<file path="config.mk">
export PLATFORM = sky130hd
export DESIGN_NAME = block_dispatcher
export DESIGN_NICKNAME = d
export VERILOG_FILES = /design/src/rtl/block_dispatcher.sv
export SDC_FILE = /design/constraint.sdc
export NUM_CORES = 1
export LEC_CHECK = 0
export CAP_MARGIN = 10
export CORE_MARGIN = 2
export CORE_UTILIZATION = 60
export CTS_CLUSTER_SIZE = 25
export DETAILED_ROUTE_END_ITERATION = 10
export MAX_ROUTING_LAYER = met4
export PLACE_DENSITY = 0.92
export SETUP_SLACK_MARGIN = 0.05
export SYNTH_ARGS = -nofsm -noshare
export SYNTH_HDL_FRONTEND = slang
export SYNTH_SLANG_ARGS = --single-unit
</file>
<file path="constraint.sdc">
create_clock -name clk -period 3.75 [get_ports clk]
set_input_delay 0.75 -clock clk [delete_from_list [all_inputs] [get_ports clk]]
set_output_delay 0.75 -clock clk [all_outputs]
set_load 0.02 [all_outputs]
</file>
<file path="src/rtl/block_dispatcher.sv">
// Kernel-level block dispatcher: splits a launch into fixed-size thread blocks,
// hands them to the lowest-index free core and reports completion when all retire.
module block_dispatcher #(
    parameter int NUM_CORES         = 2,
    parameter int THREADS_PER_BLOCK = 4
) (
    input  logic                                                  clk,
    input  logic                                                  reset,
    input  logic                                                  start,
    input  logic [7:0]                                            thread_count_total,
    output logic                                                  done,
    output logic [NUM_CORES-1:0]                                  core_start,
    output logic [NUM_CORES-1:0]                                  core_reset,
    output logic [NUM_CORES*8-1:0]                                core_block_id,
    output logic [NUM_CORES*($clog2(THREADS_PER_BLOCK)+1)-1:0]    core_thread_count,
    input  logic [NUM_CORES-1:0]                                  core_done
);
    localparam int          CW     = $clog2(THREADS_PER_BLOCK) + 1;
    localparam logic [8:0]  TPB9   = 9'(THREADS_PER_BLOCK);
    localparam logic [7:0]  TPB8   = 8'(THREADS_PER_BLOCK);
    localparam logic [CW-1:0] TPB_CW = CW'(THREADS_PER_BLOCK);

    typedef enum logic {IDLE = 1'b0, RUN = 1'b1} state_t;

    state_t                 state_q, state_d;
    logic [8:0]             total_blocks_q, total_blocks_d;
    logic [7:0]             threads_q, threads_d;
    logic [8:0]             dispatched_q, dispatched_d;
    logic [8:0]             retired_q, retired_d;
    logic                   done_q, done_d;
    logic [NUM_CORES-1:0]   core_start_q, core_start_d;
    logic [NUM_CORES-1:0]   core_reset_q, core_reset_d;
    logic [NUM_CORES*8-1:0] block_id_q, block_id_d;
    logic [NUM_CORES*CW-1:0] tcount_q, tcount_d;

    logic [8:0]             total_calc_s;
    logic [CW-1:0]          rem_s;
    logic [CW-1:0]          blk_count_s;
    logic                   dispatched_one_s;

    assign total_calc_s = ({1'b0, thread_count_total} + TPB9 - 9'd1) / TPB9;
    assign rem_s        = CW'(threads_q % TPB8);
    assign blk_count_s  = ((dispatched_q == total_blocks_q - 9'd1) && (rem_s != {CW{1'b0}}))
                          ? rem_s : TPB_CW;

    // Next-state: launch, retire (any number of cores), dispatch (one core), completion
    always_comb begin
        state_d          = state_q;
        total_blocks_d   = total_blocks_q;
        threads_d        = threads_q;
        dispatched_d     = dispatched_q;
        retired_d        = retired_q;
        done_d           = done_q;
        core_start_d     = core_start_q;
        core_reset_d     = {NUM_CORES{1'b0}};
        block_id_d       = block_id_q;
        tcount_d         = tcount_q;
        dispatched_one_s = 1'b0;
        case (state_q)
            IDLE: begin
                if (start) begin
                    total_blocks_d = total_calc_s;
                    threads_d      = thread_count_total;
                    dispatched_d   = 9'd0;
                    retired_d      = 9'd0;
                    done_d         = 1'b0;
                    state_d        = RUN;
                end else begin
                    state_d = IDLE;
                end
            end
            RUN: begin
                for (int i = 0; i < NUM_CORES; i++) begin
                    if (core_start_q[i] && core_done[i]) begin
                        core_start_d[i] = 1'b0;
                        core_reset_d[i] = 1'b1;
                        retired_d       = retired_d + 9'd1;
                    end else begin
                        core_reset_d[i] = 1'b0;
                    end
                end
                // A core still in its reset pulse is not free, giving the E+2 re-dispatch
                for (int i = 0; i < NUM_CORES; i++) begin
                    if (!dispatched_one_s && (dispatched_q < total_blocks_q) &&
                        !core_start_q[i] && !core_reset_q[i]) begin
                        dispatched_one_s       = 1'b1;
                        core_start_d[i]        = 1'b1;
                        block_id_d[i*8 +: 8]   = dispatched_q[7:0];
                        tcount_d[i*CW +: CW]   = blk_count_s;
                        dispatched_d           = dispatched_q + 9'd1;
                    end else begin
                        dispatched_one_s = dispatched_one_s;
                    end
                end
                if (retired_q == total_blocks_q) begin
                    done_d  = 1'b1;
                    state_d = IDLE;
                end else begin
                    state_d = RUN;
                end
            end
            default: begin
                state_d = IDLE;
            end
        endcase
    end

    // State and output registers
    always_ff @(posedge clk or posedge reset) begin
        if (reset) begin
            state_q        <= IDLE;
            total_blocks_q <= 9'd0;
            threads_q      <= 8'd0;
            dispatched_q   <= 9'd0;
            retired_q      <= 9'd0;
            done_q         <= 1'b0;
            core_start_q   <= {NUM_CORES{1'b0}};
            core_reset_q   <= {NUM_CORES{1'b0}};
            block_id_q     <= {(NUM_CORES*8){1'b0}};
            tcount_q       <= {(NUM_CORES*CW){1'b0}};
        end else begin
            state_q        <= state_d;
            total_blocks_q <= total_blocks_d;
            threads_q      <= threads_d;
            dispatched_q   <= dispatched_d;
            retired_q      <= retired_d;
            done_q         <= done_d;
            core_start_q   <= core_start_d;
            core_reset_q   <= core_reset_d;
            block_id_q     <= block_id_d;
            tcount_q       <= tcount_d;
        end
    end

    assign done              = done_q;
    assign core_start        = core_start_q;
    assign core_reset        = core_reset_q;
    assign core_block_id     = block_id_q;
    assign core_thread_count = tcount_q;

endmodule

</file>
==> results of run 1 <==
critical path: stages (launching register included):
cell	delay, ns
dfrtp_1	0.47
inv_1	0.09
ha_1	0.19
or4b_1	0.48
a21oi_2	0.14
o21ai_2	0.12
nor4b_4	0.80
mux2_2	0.41
area by class of cell:
cell class              count  area (um2)  area share (%)
clock buffers               5       68.82           1.854
clock inverters             3       22.52          0.6067
inverters                  18       67.56           1.820
multi-input cells         232        1662           44.76
flip-flops and latches     55        1376           37.07
well taps                  70       87.58           2.359
repair buffers             44       427.9           11.53
power groups by stage:
stage | Sequential, W | Clock (W) | Combinational [W]
floorplan | 0.00110 | 0 | 0.00120
global placement | 0.00111 | 0 | 0.00158
detailed placement | 0.00112 | 0 | 0.00166
CTS | 0.00111 | 0.000347 | 0.00168
global route | 0.00116 | 0.000369 | 0.00185
finish | 0.00112 | 0.000338 | 0.00167
routing by layer:
metal	global-route usage [%]	up-vias
li1	-	1184
met1	30.81	1205
met2	41.40	107
met3	4.941	8
met4	8.727	0
met5	-	-
worst paths after layout:
check | startpoint | endpoint | slack [ns] | cells after the start
worst max register to register | total_blocks_q[6]$_DFFE_PP0P_ | core_block_id[14]$_DFFE_PP0P_ | 0.94 | 7
min in group asynchronous | reset | retired_q[6]$_DFFE_PP0P_ | 0.83 | 2
worst min register to register | done$_DFFE_PP0P_ | done$_DFFE_PP0P_ | 0.48 | 2
worst min-delay path | done$_DFFE_PP0P_ | done$_DFFE_PP0P_ | 0.48 | 2
max in group asynchronous | reset | total_blocks_q[4]$_DFFE_PP0P_ | 2.28 | 3
worst max-delay path | total_blocks_q[6]$_DFFE_PP0P_ | core_block_id[14]$_DFFE_PP0P_ | 0.94 | 7
per-stage QoR:
stage / utilization, % / cell area [um2] / power (W) / instances / setup slack, ns
floorplan: - / 3186 / 0.002299 / 322 / 1.362
global placement: 70.90 / 3621 / 0.002689 / 419 / 0.8378
detailed placement: 70.90 / 3621 / 0.002775 / 419 / 0.6754
CTS: 72.69 / 3712 / 0.003137 / 427 / 0.9116
global route: 72.69 / 3712 / 0.003376 / 427 / 0.7225
finish: 72.69 / 3712 / 0.003124 / 427 / 0.9404
sequential cells by signal, indices dropped and copies added, names as in the netlist:
register	count
core_start	2
total_blocks_q	7
core_reset	2
done	1
state_q	1
dispatched_q	9
core_thread_count	6
core_block_id	16
retired_q	9
threads_q	2
cells in the final DEF, fill, tap and decap left out, types with 3 or more instances in the layout:
cell type and n:
o21ai_0 18, dfrtp_1 55, mux2_1 4, nor2b_1 12
clkbuf_8 5, nor3b_1 3, ha_1 11, xnor2_1 22
o31ai_1 5, nor3_1 5, clkdlybuf4s50_1 39, a21oi_1 9
mux2i_1 3, nor2_1 16, inv_1 17, nand4_1 6
mux2_2 14, a21o_1 3, and3_1 6, buf_4 5
a31o_2 4, nand3_1 10, nand2_1 28, nand2b_1 6
xor2_1 14
logic make-up (layout without fill, tap and decap cells):
family                     after synthesis  in the layout  synth area share, %
and+or+nand+nor                        106            106                18.54
xor gates and xnor gates                36             36                9.898
adders and majority gates               11             11                4.320
AOI/OAI and AO/OA                       58             58                12.10
buffers and inverters                   35             70                4.635
muxes                                   21             21                7.305
DFF                                     55             55                43.21
==> qor.yml, run 1 <==
outcome:
  outcome: "complete, no violations"
timing:
  finalHoldViolations: 0
  tightest_slew_ns: 0.8925
  setup_viol: 0
  slew_violations: 0
  fin_crit_ns: 2.810
  max_slew_margin_pct: 40.05
  fin_crit_sh_pct: 74.92
  whs_ns: 0.4776
  clock_skew_ns: 0.01200
  rsz0062_at_grt: "false"
  tns_ns: 0
  fmax_mhz: 355.9
cts:
  clock_latency_ns: 0.32
  htreeDepth: 2
  cts_setup_buffers: 0
  clockBufferDepth: 2
  clock-root-buffer: "clkbuf_8"
  clk_pin_slew_ns: 0.09
  cts_hold_buf: 0
  numCtsBuffers: 5
  cts_resized: 0
  numClockSinks: 55
  cts_tree: "built"
pwr:
  power.share.clock_pct: 10.8
  p_leak_nw: 1.656
  p_sw_share_pct: 44.46
  p_comb_share_pct: 53.5
  powerDensity_mw_per_mm2: 841.6
  power.switching_w: 0.001389
  pwr-share-seq_pct: 35.7
  internal_power_w: 0.001735
  vdd.ir_drop.worst_v: 0.0005538
global_route:
  grt-ovfl-total: 0
  antenna_found_initial: 0
  grt_use_total_pct: 25.04
  grt_pass1_wl_um: 11590
  grt_max_degree: 31
  grt_pass1_vias: 2482
floorplan:
  core_area_mm2: 0.005107
  io_pins: 40
  rows: 26
  die_width_um: 76.87
  dieArea_mm2: 0.005908
  start_util_pct: 62.37
  fp.dieH_um: 76.87
synth:
  synth_area_leaders: "dfrtp_1, xnor2_1, mux2_2"
  synth_area_mm2: 0.003186
  synth_edf_count: 0
  synthDistinctLibCells: 52
  synth_top_area_share_pct: 43.21
  async_flop_share_pct: 100.0
  synth_common_cells: "dfrtp_1, nand2_1, xnor2_1"
  yosys_register_bits: 55
  yosysTopAreaCell: "dfrtp_1"
  synth.most_common_cell: "dfrtp_1"
  synth.yosys.warnings: 0
  seq_area_frac_synth_pct: 43.21
  syn_area_per_cell_um2: 9.893
  syn_inst: 322
  syn_nets: 346
  synth_flop_cell: "dfrtp_1"
worst_setup_path:
  crit_path_end_kind: "flop"
  arrival_ns: 3.01
  path_class: "reg -> reg"
  cp.required_ns: 3.95
  worstPathMaxFanout: 15
  start_kind: "flop"
flow_run:
  drv_cap: 0
finish:
  fillCellCount: 374
  layout.nets: 380
  area_delta_synth_final_pct: 16.54
  diodes: 0
  layout-drive-gt1-share_pct: 11.20
routing:
  antenna_left: 0
  routed-wl-met2_um: 3282
  wl_um: 6631
  dr.pass1.iters: 4
  wl_per_cell_um: 15.53
  vias: 2504
  drt-met1-wl_um: 2863
  met3_length_um: 415
  drc_errors: 0
  drtIter0Drc: 167
  vias_per_cell: 5.864
  highest_layer: "met4"
min_path:
  hold_path.class: "reg -> reg"
place:
  gp_congestion: 0.9091
  portBuffers: 39
  post-dp-hpwl_um: 4758
Note: power is estimated with default switching activity, not from simulation.
==> run 2, diff against run 1 <==
--- a/config.mk
+++ b/config.mk
@@ -7,11 +7,11 @@
 export LEC_CHECK = 0
 export CAP_MARGIN = 10
 export CORE_MARGIN = 2
-export CORE_UTILIZATION = 60
+export CORE_UTILIZATION = 56
 export CTS_CLUSTER_SIZE = 25
 export DETAILED_ROUTE_END_ITERATION = 10
 export MAX_ROUTING_LAYER = met4
-export PLACE_DENSITY = 0.92
+export PLACE_DENSITY = 0.87
 export SETUP_SLACK_MARGIN = 0.05
 export SYNTH_ARGS = -nofsm -noshare
 export SYNTH_HDL_FRONTEND = slang
==> constraint.sdc (replaced) <==
create_clock -name clk -period 2.9 [get_ports clk]
set_input_delay 0.58 -clock clk [delete_from_list [all_inputs] [get_ports clk]]
set_output_delay 0.58 -clock clk [all_outputs]
set_load 0.02 [all_outputs]
==> qor.yml, run 2 (synthesized netlist as in run 1, its figures left out) <==
outcome:
  outcome: "complete, no violations"
min_path:
  hold_path.class: "reg -> reg"
  hold_depth: 2
cts:
  numClockSinks: 55
  cts_hold_buf: 0
  clk_pin_slew_ns: 0.10
  htreeDepth: 2
  cts_tree: "built"
  cts_setup_buffers: 0
  cts_resized: 0
  numCtsBuffers: 5
  clock-root-buffer: "clkbuf_8"
  clock_latency_ns: 0.32
  clockBufferDepth: 2
timing:
  fin_ws_ns: 0.3577
  fin_crit_sh_pct: 87.66
  tightest_slew_ns: 0.5880
  slew_violations: 0
  tns_ns: 0
  fin_crit_ns: 2.542
  fmax_mhz: 393.3
  rsz0062_at_grt: "false"
  max_slew_margin_pct: 60.80
  setup_viol: 0
  clock_skew_ns: 0.008670
  whs_ns: 0.4794
  finalHoldViolations: 0
floorplan:
  start_util_pct: 57.85
  io_pins: 40
  die_width_um: 79.42
  dieArea_mm2: 0.006308
  fp.dieH_um: 79.42
  core_area_mm2: 0.005507
  rows: 27
pwr:
  p_comb_share_pct: 53.5
  p_sw_share_pct: 44.01
  pwr-share-seq_pct: 35.6
  vdd.ir_drop.worst_v: 0.0006399
  powerDensity_mw_per_mm2: 1082
  power.switching_w: 0.001785
  p_leak_nw: 1.675
  power.share.clock_pct: 11.0
  internal_power_w: 0.002271
routing:
  wl_per_cell_um: 15.01
  vias: 2429
  wl_um: 6484
  antenna_left: 0
  drtIter0Drc: 125
  vias_per_cell: 5.623
  dr.pass1.iters: 4
  drc_errors: 0
finish:
  layout.nets: 383
  layout-drive-gt1-share_pct: 11.94
  largest_reg_flops: 16
  final_common_cell: "dfrtp_1"
  area_delta_synth_final_pct: 17.71
  diodes: 0
  final_cell_mix: "dfrtp_1, clkdlybuf4s50_1, nand2_1"
  design_area_mm2: 0.003750
place:
  post-dp-hpwl_um: 4610
  gp_congestion: 0.9286
  portBuffers: 39
  pre_cts_ws_ns: 0.1443
  placed_area_mm2: 0.003659
worst_setup_path:
  start_kind: "flop"
  cp.required_ns: 3.11
  crit_path_end_kind: "flop"
  arrival_ns: 2.75
  path_class: "reg -> reg"
  worstPathMaxFanout: 14
  rr_worst_depth: 8
global_route:
  grt_max_degree: 56
  grt_pass1_wl_um: 11080
  grt-ovfl-total: 0
  grt_use_total_pct: 22.72
  grt_pass1_vias: 2343
  antenna_found_initial: 0
flow_run:
  drv_cap: 0
-- run 2: cell count changes in the layout (fill, tap and decap cells not counted), sizes merged --
cell	before	now
buf	5	8
-- run 2: layer usage --
layer | share of wire [%] | wire [um] | up-vias | track usage [%]
met2 | 49 | 3152 | 62 | 35.29
met1 | 46 | 2978 | 1173 | 30.59
met5 | 0 | 0 | - | -
met4 | 1.4 | 91 | 0 | 7.241
met3 | 4.0 | 261 | 7 | 3.959
li1 | - | - | 1187 | -
-- run 2: cell type report --
| type | count | area (um2) |
|---|---|---|
| clock buffers | 5 | 68.82 |
| clock inverters | 3 | 22.52 |
| fillers | 426 | 1757 |
| inverters | 18 | 67.56 |
| multi-input cells | 232 | 1662 |
| flip-flops and latches | 55 | 1376 |
| well taps | 72 | 90.09 |
| repair buffers | 47 | 462.9 |
-- run 2: power by group through the flow --
stage	combinational [W]	clock, W	sequential, W
floorplan	0.00156	0	0.00142
global route	0.00241	0.000482	0.00149
CTS	0.00219	0.000459	0.00144
detailed placement	0.00216	0	0.00145
finish	0.00217	0.000445	0.00144
global placement	0.00209	0	0.00144
-- run 2: worst paths after layout --
check                                               from                       endpoint  slack (ns)
max                        total_blocks_q[6]$_DFFE_PP0P_  core_block_id[12]$_DFFE_PP0P_        0.36
min                                     done$_DFFE_PP0P_               done$_DFFE_PP0P_        0.48
max reg2reg                total_blocks_q[6]$_DFFE_PP0P_  core_block_id[12]$_DFFE_PP0P_        0.36
min reg2reg                             done$_DFFE_PP0P_               done$_DFFE_PP0P_        0.48
max in group asynchronous                          reset               done$_DFFE_PP0P_        2.03
min in group asynchronous                          reset  core_block_id[15]$_DFFE_PP0P_        0.62
-- run 2: through the flow --
stage / std cells / total power, W / utilization (%)
final: 432 / 0.004056 / 68.10
after detailed placement: 424 / 0.003617 / 66.44
after global placement: 424 / 0.003522 / 66.44
after floorplan: 322 / 0.002973 / -
after global routing: 432 / 0.004384 / 68.10
after CTS: 432 / 0.004084 / 68.10
-- run 2: critical path: stages, from the launching register on --
cell,delay [ns]
dfrtp_1,0.49
inv_1,0.11
ha_1,0.20
or4b_1,0.48
a21oi_2,0.13
o21ai_2,0.12
nor4b_4,0.29
buf_4,0.26
mux2_2,0.36
==> run 3, diff against run 2 <==
--- a/config.mk
+++ b/config.mk
@@ -12,7 +12,6 @@
 export DETAILED_ROUTE_END_ITERATION = 10
 export MAX_ROUTING_LAYER = met4
 export PLACE_DENSITY = 0.87
-export SETUP_SLACK_MARGIN = 0.05
 export SYNTH_ARGS = -nofsm -noshare
 export SYNTH_HDL_FRONTEND = slang
 export SYNTH_SLANG_ARGS = --single-unit
==> results of run 3 <==
No change in the layout: final DEF, timing and power equal those of run 2.
